$ cat src/rtl/execute_stage_pkg.sv
// Shared definitions for the execute stage: ALU opcodes, writeback selects, datapath width.
package execute_stage_pkg;

  localparam int XLEN = 32;

  localparam logic [2:0] ALU_ADD = 3'b000;
  localparam logic [2:0] ALU_SUB = 3'b001;
  localparam logic [2:0] ALU_AND = 3'b010;
  localparam logic [2:0] ALU_OR  = 3'b011;
  localparam logic [2:0] ALU_SLT = 3'b101;

  // Writeback source select carried down the pipe to the writeback mux.
  localparam logic [1:0] RES_ALU = 2'b00;
  localparam logic [1:0] RES_MEM = 2'b01;
  localparam logic [1:0] RES_PC4 = 2'b10;

endpackage

$ cat src/rtl/execute_stage_alu.sv
// Combinational ALU shared by any stage that needs one: result plus zero detect.
module alu
  import execute_stage_pkg::*;
#(
  parameter int W = XLEN
) (
  input  logic [W-1:0] x_i,
  input  logic [W-1:0] y_i,
  input  logic [2:0]   op_i,
  output logic [W-1:0] result_o,
  output logic         zero_o
);

  // Opcode decode; unlisted opcodes produce zero.
  always_comb begin
    result_o = '0;
    case (op_i)
      ALU_ADD: result_o = x_i + y_i;
      ALU_SUB: result_o = x_i - y_i;
      ALU_AND: result_o = x_i & y_i;
      ALU_OR:  result_o = x_i | y_i;
      ALU_SLT: result_o = {{(W-1){1'b0}}, ($signed(x_i) < $signed(y_i))};
      default: result_o = '0;
    endcase
  end

  assign zero_o = (result_o == '0);

endmodule

$ cat src/rtl/execute_stage.sv
// Execute stage: ALU, branch resolution, wrong-path kill window and EX/MEM register.
module execute_stage
  import execute_stage_pkg::*;
#(
  parameter int XLEN       = execute_stage_pkg::XLEN,
  parameter int RD_W       = 5,
  parameter int KILL_SLOTS = 1
) (
  input  logic            clk,
  input  logic            rst,
  input  logic [XLEN-1:0] a,
  input  logic [XLEN-1:0] b,
  input  logic [XLEN-1:0] imm,
  input  logic [RD_W-1:0] rd,
  input  logic            branch,
  input  logic [1:0]      result_src,
  input  logic            mem_write,
  input  logic            reg_write,
  input  logic            alu_src,
  input  logic [2:0]      alu_control,
  input  logic            stall,
  output logic            zero_flag,
  output logic            branch_flag,
  output logic            flush,
  output logic [XLEN-1:0] alu_result_q,
  output logic [XLEN-1:0] store_data_q,
  output logic [RD_W-1:0] rd_q,
  output logic [1:0]      result_src_q,
  output logic            mem_write_q,
  output logic            reg_write_q
);

  localparam int KW = $clog2(KILL_SLOTS + 1);

  logic [XLEN-1:0] y;
  logic [XLEN-1:0] alu_res;
  logic [KW-1:0]   kill_cnt_q, kill_cnt_d;
  logic            live;

  assign y = alu_src ? imm : b;

  alu #(.W(XLEN)) u_alu (
    .x_i      (a),
    .y_i      (y),
    .op_i     (alu_control),
    .result_o (alu_res),
    .zero_o   (zero_flag)
  );

  // Anything arriving while the kill window is open is wrong-path.
  assign live        = (kill_cnt_q == '0);
  assign branch_flag = branch & live;
  // Held off during stall so the branch re-resolves and fires exactly once.
  assign flush       = branch & live & zero_flag & ~stall;

  // Kill window: open on a taken branch, count down one per advancing slot.
  always_comb begin
    kill_cnt_d = kill_cnt_q;
    if (flush)
      kill_cnt_d = KW'(KILL_SLOTS);
    else if (!live && !stall)
      kill_cnt_d = kill_cnt_q - KW'(1);
  end

  // Kill counter state; reset abandons any open window.
  always_ff @(posedge clk or negedge rst) begin
    if (!rst) kill_cnt_q <= '0;
    else      kill_cnt_q <= kill_cnt_d;
  end

  // EX/MEM register: holds on stall, squashed slots load with control bits cleared.
  always_ff @(posedge clk or negedge rst) begin
    if (!rst) begin
      alu_result_q <= '0;
      store_data_q <= '0;
      rd_q         <= '0;
      result_src_q <= '0;
      mem_write_q  <= 1'b0;
      reg_write_q  <= 1'b0;
    end else if (!stall) begin
      alu_result_q <= alu_res;
      store_data_q <= b;
      rd_q         <= rd;
      result_src_q <= result_src;
      mem_write_q  <= mem_write & live;
      reg_write_q  <= reg_write & live;
    end
  end

endmodule
$ cat config.mk
export PLATFORM = sky130hd
export DESIGN_NAME = execute_stage
export DESIGN_NICKNAME = d
export VERILOG_FILES = /design/src/rtl/execute_stage_pkg.sv /design/src/rtl/execute_stage_alu.sv /design/src/rtl/execute_stage.sv
export SDC_FILE = /design/constraint.sdc
export NUM_CORES = 1
export LEC_CHECK = 0
export ABC_CLOCK_PERIOD_IN_PS = 6500
export CAP_MARGIN = 20
export CORE_ASPECT_RATIO = 1.2
export CORE_MARGIN = 2
export CORE_UTILIZATION = 35
export CTS_CLUSTER_SIZE = 28
export DETAILED_ROUTE_END_ITERATION = 16
export PLACE_DENSITY_LB_ADDON = 0.15
export SETUP_SLACK_MARGIN = 0.02
export SLEW_MARGIN = 20
export SYNTH_ARGS = -nofsm -noshare
export SYNTH_HDL_FRONTEND = slang
export SYNTH_SLANG_ARGS = --single-unit
export TNS_END_PERCENT = 1
$ cat constraint.sdc
create_clock -name clk -period 6.5 [get_ports clk]
set_input_delay 0.975 -clock clk [delete_from_list [all_inputs] [get_ports clk]]
set_output_delay 0.975 -clock clk [all_outputs]
set_load 0.05 [all_outputs]
* After elaboration in Yosys (flattened, before gate mapping)
Index checks and enable logic that the tools add are counted.
** Word-level totals
- Word-level logic and storage cells :: 33
- Register bits after elaboration :: 74
** Cells by class
- Mux-type cells :: 4
- Add/subtract/negate cells :: 3
- Equality and inequality tests :: 4
- Bitwise logic cells :: 9
- Reduce and logical (&&, ||, !) cells :: 5
- Magnitude comparators :: 1
** Operators by type and width (count)
- $pmux 32 s5 :: 1
- $add 32x32->32 :: 1
- $and 32x32->32 :: 1
- $logic_not 32->1 :: 1
- $lt 32x32->1 :: 1
- $mux 32 :: 1
- $or 32x32->32 :: 1
- $sub 32x32->32 :: 1
- $eq 3x2->1 const B :: 2
- $and 1x1->1 :: 5
- $eq 3x1->1 const B :: 1
- $eq 3x3->1 const B :: 1
- $logic_not 3->1 :: 1
- $mux 1 :: 2
- $not 1->1 :: 2
- $reduce_bool 2->1 :: 1
- $logic_and 1x1->1 :: 1
- $logic_not 1->1 :: 1
- $sub 1x1->1 const B :: 1

* Longest topological paths before layout
Gate-level depths: netlist of run 1.
- Depth after elaboration :: 7
- Mapped depth :: 18

* By module
A second synthesis of run 1 with hierarchy kept.
** Second synthesis, totals
- Cell total of the unflattened synthesis :: 1017
- Area total of the unflattened synthesis :: 8649.5 µm²
** Modules (own cells, without submodules)
- alu :: cells each 818, instances 1, seq. area each 0.0 µm², area an instance 5365.1 µm²
- execute_stage :: cells each 199, instances 1, seq. area each 1851.8 µm², area an instance 3284.4 µm²

* Least setup slack after synthesis of run 1
Ideal clock, no wire load.
- Path type :: input -> output
- Start :: input alu_src
- End :: output flush
- Data arrival time :: 5235 ps
- Slack :: 290 ps
- Stages :: 18
- Path buffers :: 2
- Cells stage by stage :: clkbuf_1 -> buf_1 -> mux2i_1 -> inv_1 -> ha_1 -> inv_1 -> fa_1 -> nand2b_1 -> a21oi_1 -> o21a_1 -> o31ai_1 -> a31oi_1 -> mux2_2 -> nor4_1 -> nand4_1 -> nor4b_2 -> nand4_1 -> nor2_1
** On the way
- Longest elaborated chain between the ends :: 6
** RTL lines
- from (decl) :: line execute_stage.sv:19 : input logic alu_src,
- $mux 32 * :: line execute_stage.sv:40 : assign y = alu_src ? imm : b;
- $sub 32x32->32 (tied with other cells) :: line execute_stage_alu.sv:19 : ALU_SUB: result_o = x_i - y_i;
- $pmux 32 s5 * :: line execute_stage_alu.sv:17 : case (op_i)
- $logic_not 32->1 * :: line execute_stage_alu.sv:27 : assign zero_o = (result_o == '0);
- $and 1x1->1 * (2 in series) :: line execute_stage.sv:54 : assign flush = branch & live & zero_flag & ~stall;
- to (decl) :: line execute_stage.sv:24 : output logic flush,
Every way passes the cells marked *; elsewhere a longest branch is shown, timed or not.

* Worst setup path after layout of run 1
Same ends and word-level chain as after synthesis.

==> flow_summary.yaml, run 1 <==
run_status:
  status: "finished, final reports clean"
drt:
  antenna_left: 0
  dr.first_iter.drc_count: 541
  totalWireLength_microns: 33390
  vias: 8922
  viasPerCell: 5.497
  wire_per_inst_microns: 20.57
  drt_first_pass_iters: 5
  drcViolationCount: 0
pwr:
  p_leak_nw: 5.167
  powerDensity_nw_per_um2: 197.2
  peakVddDrop_v: 0.0001404
worst_setup_path:
  r2r_cells: 3
  crit_end: "flush"
  cp.arrival_ns: 5.37
  crit_start: "alu_src"
  critPathRequiredTime_ns: 5.52
  critPathLaunchType: "input pin"
  endpoint_kind: "primary output"
  crit_fanout: 11
  reg2reg_from: "kill_cnt_q$_DFFE_PN0P_"
  reg2reg_to: "kill_cnt_q$_DFFE_PN0P_"
  rrSetupSlack_ns: 5.55
  critPathKind: "in2out"
clocking:
  postCtsHoldBufs: 0
  clock-sinks: 74
  cts_root_buf: "clkbuf_16"
  clkTransAtPathRegs_ns: 0.07
  cts-htree-levels: 3
  cts_tree: "done"
  clock_latency_ns: 0.36
  cts_buffer_depth: 2
  cts_made_buffers: 9
sta:
  fmax_ghz: 0.1575
  slew_violations: 0
  tightest_slew_ns: 0.8471
  hold_viol: 0
  fin_crit_sh_pct: 97.67
  rsz0062_at_grt: "false"
  finClkSkew_ns: 0.003814
  slew_headroom_pct: 43.53
  finalSetupViolCount: 0
  fin_setup_tns_ns: 0
  period_minus_slack_ns: 6.348
cells_and_area:
  fin_area_sq_um: 11710
  antenna_cells: 0
  drive_gt1_share_pct: 15.27
  area_delta_synth_final_pct: 36.21
  nets: 1517
floorplan:
  core-area_sq_um: 24050
  die_x_microns: 147.1
  io_pins: 189
  rows: 62
  fp.dieH_microns: 175.7
  start_util_pct: 35.75
  dieArea_sq_um: 25840
placement:
  port_buffers: 188
  dp_hpwl_microns: 27110
  gp_congestion: 0.9541
  placement.cell_area_sq_um: 11360
logic_synthesis:
  synth_area_sq_um: 8597
  yosys_most_used_dff: "dfrtp_1"
  yosys_warnings: 0
  synth.yosys.seq_area_share_pct: 21.54
  ys_async_sr_fraction_pct: 100.0
  yosysUniqueCellTypes: 81
  synthCells: 1063
  synth_edf_count: 0
  syn-num-nets: 1282
  synth_seq_cells: 74
  synth.avg_cell_area_sq_um: 8.087
grt:
  grt_pass1_vias: 9161
  antenna_found_initial: 0
  grt_start_max_net_pins: 48
  grt-ovfl-total: 0
  grt_pass1_wl_microns: 52180
  grtUsageTotal_pct: 25.90
flow_run:
  cap_violations: 0
min_path:
  hold_class: "reg2reg"
-- layout make-up --
type	instances	area (sq um)
fillers	2445	12340
multi-input cells	826	6156
repair buffers	281	2595
flip-flops and latches	74	1852
well taps	320	400.4
inverters	106	397.9
clock buffers	9	225.2
clock inverters	7	83.83
-- synth_stat cells (20+ instances only) --
cell | number | area, sq um
a21oi_1 | 97 | 485.5
clkbuf_1 | 40 | 150.1
dfrtp_1 | 74 | 1852
ha_1 | 104 | 1301
inv_1 | 104 | 390.4
mux2_2 | 56 | 630.6
mux2i_1 | 38 | 380.4
nand2_1 | 67 | 251.5
nor2_1 | 76 | 285.3
nor3_1 | 25 | 125.1
o211ai_1 | 20 | 150.1
o21ai_0 | 58 | 290.3
xnor2_1 | 21 | 183.9
-- critical path, stage by stage --
cell and delay [ns]:
buf_2 0.23, buf_12 0.19, mux2i_1 0.29, ha_1 0.36, or2_2 0.35, a2111oi_1 0.61, buf_4 0.23, nor3_1 0.07
buf_4 0.16, mux2i_1 0.15, a211oi_1 0.44, buf_4 0.20, o211a_1 0.13, and4_1 0.15, and4b_1 0.19, nand4_1 0.22
nor2_2 0.23, buf_12 0.15
-- layout by cell type (no fill, tap or decap), types with 5 or more instances in the layout --
cell | netlist | layout
clkdlybuf4s50_1 | 0 | 182
inv_1 | 104 | 104
ha_1 | 104 | 103
a21oi_1 | 97 | 96
buf_4 | 1 | 93
nor2_1 | 76 | 74
dfrtp_1 | 74 | 74
nand2_1 | 67 | 67
o21ai_0 | 58 | 58
mux2_2 | 56 | 56
mux2i_1 | 38 | 38
nor3_1 | 25 | 25
xnor2_1 | 21 | 21
o211ai_1 | 20 | 20
nand4_1 | 19 | 19
nand3_1 | 17 | 17
nor2b_1 | 16 | 16
nor4_1 | 16 | 14
o31ai_1 | 16 | 14
a211oi_1 | 13 | 13
o21a_1 | 11 | 11
nand2b_1 | 10 | 10
a31oi_1 | 10 | 10
o21bai_1 | 9 | 9
clkbuf_16 | 0 | 9
a21o_1 | 7 | 7
o31a_1 | 6 | 6
a21boi_0 | 6 | 6
and3_1 | 6 | 6
o221ai_1 | 5 | 5
o22ai_1 | 5 | 5
a41oi_1 | 5 | 5
-- metal layers --
| layer | vias to the layer above | wire length [microns] | share of wire [%] | track usage [%] |
|---|---|---|---|---|
| li1 | 4313 | - | - | - |
| met1 | 4301 | 13900 | 42 | 30.71 |
| met2 | 255 | 17210 | 52 | 47.99 |
| met3 | 53 | 1204 | 3.6 | 3.039 |
| met4 | 0 | 1086 | 3.3 | 9.054 |
| met5 | - | 0 | 0 | 0 |
-- state kept, by name (all words and copies together) (netlist names) --
register and cells:
result_src_q 2, mem_write_q 1, alu_result_q 32, reg_write_q 1
rd_q 5, kill_cnt_q 1, store_data_q 32
-- what timing repair did --
| item | CTS | global route |
|---|---|---|
| resized for setup | 0 | 11 |
| setup endpoints to repair | 0 | 2 |
| setup buffers | 0 | 0 |
-- report_power, final --
group          internal, mW  total (mW)  switching (mW)  leakage [nW]
Sequential            0.515       0.544          0.0291         0.900
Combinational         0.468        1.20           0.728          4.12
Clock                 0.307       0.569           0.262         0.149
Total                  1.29        2.31            1.02          5.17
-- worst min path at each step --
stage	slack, ns	cells after the start	to	start
after floorplan	0.48	2	kill_cnt_q$_DFFE_PN0P_	kill_cnt_q$_DFFE_PN0P_
after global placement	0.46	2	alu_result_q[1]$_DFFE_PN0N_	alu_result_q[1]$_DFFE_PN0N_
after detailed placement	0.46	2	alu_result_q[1]$_DFFE_PN0N_	alu_result_q[1]$_DFFE_PN0N_
after CTS	0.48	2	alu_result_q[1]$_DFFE_PN0N_	alu_result_q[1]$_DFFE_PN0N_
after global routing	0.52	1	store_data_q[25]$_DFFE_PN0N_	store_data_q[25]$_DFFE_PN0N_
final	0.48	2	alu_result_q[1]$_DFFE_PN0N_	alu_result_q[1]$_DFFE_PN0N_
-- cells by family (layout without fill, tap and decap cells) --
kind of cell / after synthesis / after routing / synth area share (%)
buffers and inverters: 163 / 403 / 7.350
adders and majority gates: 106 / 106 / 15.60
xor gates and xnor gates: 24 / 24 / 2.445
muxes: 95 / 95 / 12.02
AOI/OAI and AO/OA: 313 / 313 / 23.90
DFF: 74 / 74 / 21.54
and+or+nand+nor: 288 / 288 / 17.14
-- stage by stage --
| stage | instances | hold slack [ns] | power (mW) | util [%] | worst slack, ns |
|---|---|---|---|---|---|
| after floorplan | 1063 | 0.4825 | 1.266 | - | 0.2896 |
| after global placement | 1607 | 0.4570 | 1.735 | 47.23 | 0.1348 |
| after detailed placement | 1607 | 0.4621 | 1.737 | 47.23 | 0.07234 |
| after CTS | 1623 | 0.4805 | 2.317 | 48.52 | 0.05059 |
| after global routing | 1623 | 0.5156 | 2.436 | 48.69 | 0.03783 |
| final | 1623 | 0.4787 | 2.309 | 48.69 | 0.1515 |
Power figures use the tool's default switching activity.
==> run 2, diff against run 1 <==
--- a/config.mk
+++ b/config.mk
@@ -5,8 +5,7 @@
 export SDC_FILE = /design/constraint.sdc
 export NUM_CORES = 1
 export LEC_CHECK = 0
-export ABC_CLOCK_PERIOD_IN_PS = 6500
-export CAP_MARGIN = 20
+export ABC_CLOCK_PERIOD_IN_PS = 7600
 export CORE_ASPECT_RATIO = 1.2
 export CORE_MARGIN = 2
 export CORE_UTILIZATION = 35
==> constraint.sdc (replaced) <==
create_clock -name clk -period 7.6 [get_ports clk]
set_input_delay 1.14 -clock clk [delete_from_list [all_inputs] [get_ports clk]]
set_output_delay 1.14 -clock clk [all_outputs]
set_load 0.05 [all_outputs]
==> run 2 against run 1 <==
  * Via count shrank 2.5%
  * Non-clock buffer count fell by 73
  * Clock skew decreased by 0.0030 ns
  * Design area shrank 5.3%
  * Die area unchanged
  * Global-route usage is 0.23 points lower
  * Core utilization fell by 2.6 points
  * Critical endpoint unchanged
  * Largest cell class unchanged
==> flow_summary.yaml, run 2 (synthesis results as in run 1) <==
drt:
  drt_first_pass_iters: 5
  wire_per_inst_microns: 21.52
  antenna_left: 0
  dr.first_iter.drc_count: 490
  drcViolationCount: 0
  vias: 8702
  viasPerCell: 5.614
  totalWireLength_microns: 33360
sta:
  slew_headroom_pct: 34.24
  setup_slack_ns: 0.3389
  finalSetupViolCount: 0
  fmax_ghz: 0.1377
  tightest_slew_ns: 0.9615
  rsz0062_at_grt: "false"
  fin_crit_sh_pct: 95.54
  slew_violations: 0
  hold_viol: 0
  period_minus_slack_ns: 7.261
  fin_setup_tns_ns: 0
  finClkSkew_ns: 0.0008001
worst_setup_path:
  path_cells: "buf_2 -> mux2i_1 -> ha_1 -> nor2_1 -> o21ai_0 -> a2111oi_0 -> buf_4 -> o311ai_1 -> nand3_1 -> a211o_1 -> o211ai_1 -> nor4b_1 -> buf_4 -> and4b_1 -> nand4_1 -> nor2_1 -> buf_12"
  cp_top_family: "simple AND/OR/NAND/NOR gates"
  cpPeakStageDelay_ns: 0.88
  critPathLaunchType: "input pin"
  endpoint_kind: "primary output"
  crit_slowest_cell: "a2111oi_0"
  critPathKind: "in2out"
  path_buf_inv: 4
  critPathRequiredTime_ns: 6.46
  cp.arrival_ns: 6.12
  crit_fanout: 14
grt:
  grtUsageTotal_pct: 25.67
  grt-ovfl-total: 0
  grt_pass1_vias: 8933
  antenna_found_initial: 0
  grt_start_max_net_pins: 80
  grt_pass1_wl_microns: 51000
pwr:
  peakVddDrop_v: 0.0001092
  p_leak_nw: 4.793
  powerDensity_nw_per_um2: 169.1
clocking:
  clock-sinks: 74
  ctsResizeCount: 0
  cts_tree: "done"
  cts-htree-levels: 3
  clock_latency_ns: 0.36
  cts_root_buf: "clkbuf_16"
  postCtsSetupBuffers: 0
  clkTransAtPathRegs_ns: 0.07
  cts_buffer_depth: 2
  postCtsHoldBufs: 0
  cts_made_buffers: 9
cells_and_area:
  fill_cells: 2519
  area_delta_synth_final_pct: 28.93
  fin_area_sq_um: 11080
  utilization_pct: 46.09
  antenna_cells: 0
  nets: 1444
  final_cell_mix: "182 x clkdlybuf4s50_1, 104 x inv_1, 104 x ha_1, 97 x a21oi_1, 76 x nor2_1"
  multi_input_area_sq_um: 6113
  seqCellArea_sq_um: 1852
  drive_gt1_share_pct: 9.512
  mostFrequentLayoutCell: "clkdlybuf4s50_1"
  top_regs: "alu_result_q x32, store_data_q x32, rd_q x5"
placement:
  placement.cell_area_sq_um: 10800
  pre_cts_slack_ns: 0.3905
  gp_congestion: 0.9682
  dp_hpwl_microns: 26400
  port_buffers: 188
floorplan:
  io_pins: 189
  start_util_pct: 35.75
  rows: 62
  die_x_microns: 147.1
  core-area_sq_um: 24050
  fp.dieH_microns: 175.7
  dieArea_sq_um: 25840
run_status:
  status: "finished, final reports clean"
flow_run:
  cap_violations: 0
min_path:
  hold_class: "reg2reg"
==> run 2: path summary, 6_finish.rpt <==
check	from	to	slack, ns	cells after the start
setup / recovery	alu_src	flush	0.34	17
hold / removal	alu_result_q[15]$_DFFE_PN0N_	alu_result_q[15]$_DFFE_PN0N_	0.49	1
setup reg to reg	kill_cnt_q$_DFFE_PN0P_	kill_cnt_q$_DFFE_PN0P_	6.67	3
hold reg to reg	alu_result_q[15]$_DFFE_PN0N_	alu_result_q[15]$_DFFE_PN0N_	0.49	1
max in group asynchronous	rst	store_data_q[31]$_DFFE_PN0N_	5.93	2
min in group asynchronous	rst	store_data_q[13]$_DFFE_PN0N_	0.70	1
==> run 2: per-stage QoR <==
step | total power, mW | hold slack [ns] | instances
3_3_place_gp | 1.432 | 0.4637 | 1534
6_report | 1.874 | 0.4858 | 1550
3_5_place_dp | 1.430 | 0.4768 | 1534
5_1_grt | 1.977 | 0.5108 | 1550
4_1_cts | 1.883 | 0.4937 | 1550
2_1_floorplan | 1.083 | 0.4825 | 1063
==> run 2: power by group <==
group,internal [mW],switching [mW]
clock,0.227,0.219
sequential,0.440,0.0265
combinational,0.351,0.610
==> run 2: layout make-up <==
class / count / area share [%]
inverters: 106 / 3.590
clock buffers: 9 / 2.032
well taps: 320 / 3.612
clock inverters: 7 / 0.5531
flip-flops and latches: 74 / 16.71
repair buffers: 208 / 18.35
multi-input cells: 826 / 55.15
==> run 2: layer usage <==
| layer | track usage, % | vias up | share of wire (%) |
|---|---|---|---|
| li1 | - | 4183 | - |
| met1 | 29.60 | 4154 | 40 |
| met2 | 46.22 | 296 | 50 |
| met3 | 3.143 | 69 | 4.2 |
| met4 | 13.66 | 0 | 5.2 |
| met5 | 0 | - | 0 |
==> run 2: worst register-to-register path, delay by kind of cell (launching register included) <==
kind	cells	cell delay, ns
flip-flops	1	0.41
AND/OR/NAND/NOR	2	0.29
AO/OA/AOI/OAI	1	0.16
==> run 3, diff against run 2 <==
--- a/config.mk
+++ b/config.mk
@@ -9,6 +9,7 @@
 export CORE_ASPECT_RATIO = 1.2
 export CORE_MARGIN = 2
 export CORE_UTILIZATION = 35
+export CTS_CLUSTER_DIAMETER = 150
 export CTS_CLUSTER_SIZE = 28
 export DETAILED_ROUTE_END_ITERATION = 16
 export PLACE_DENSITY_LB_ADDON = 0.15
==> results of run 3 <==
No change in the layout: final DEF, timing and power equal those of run 2.
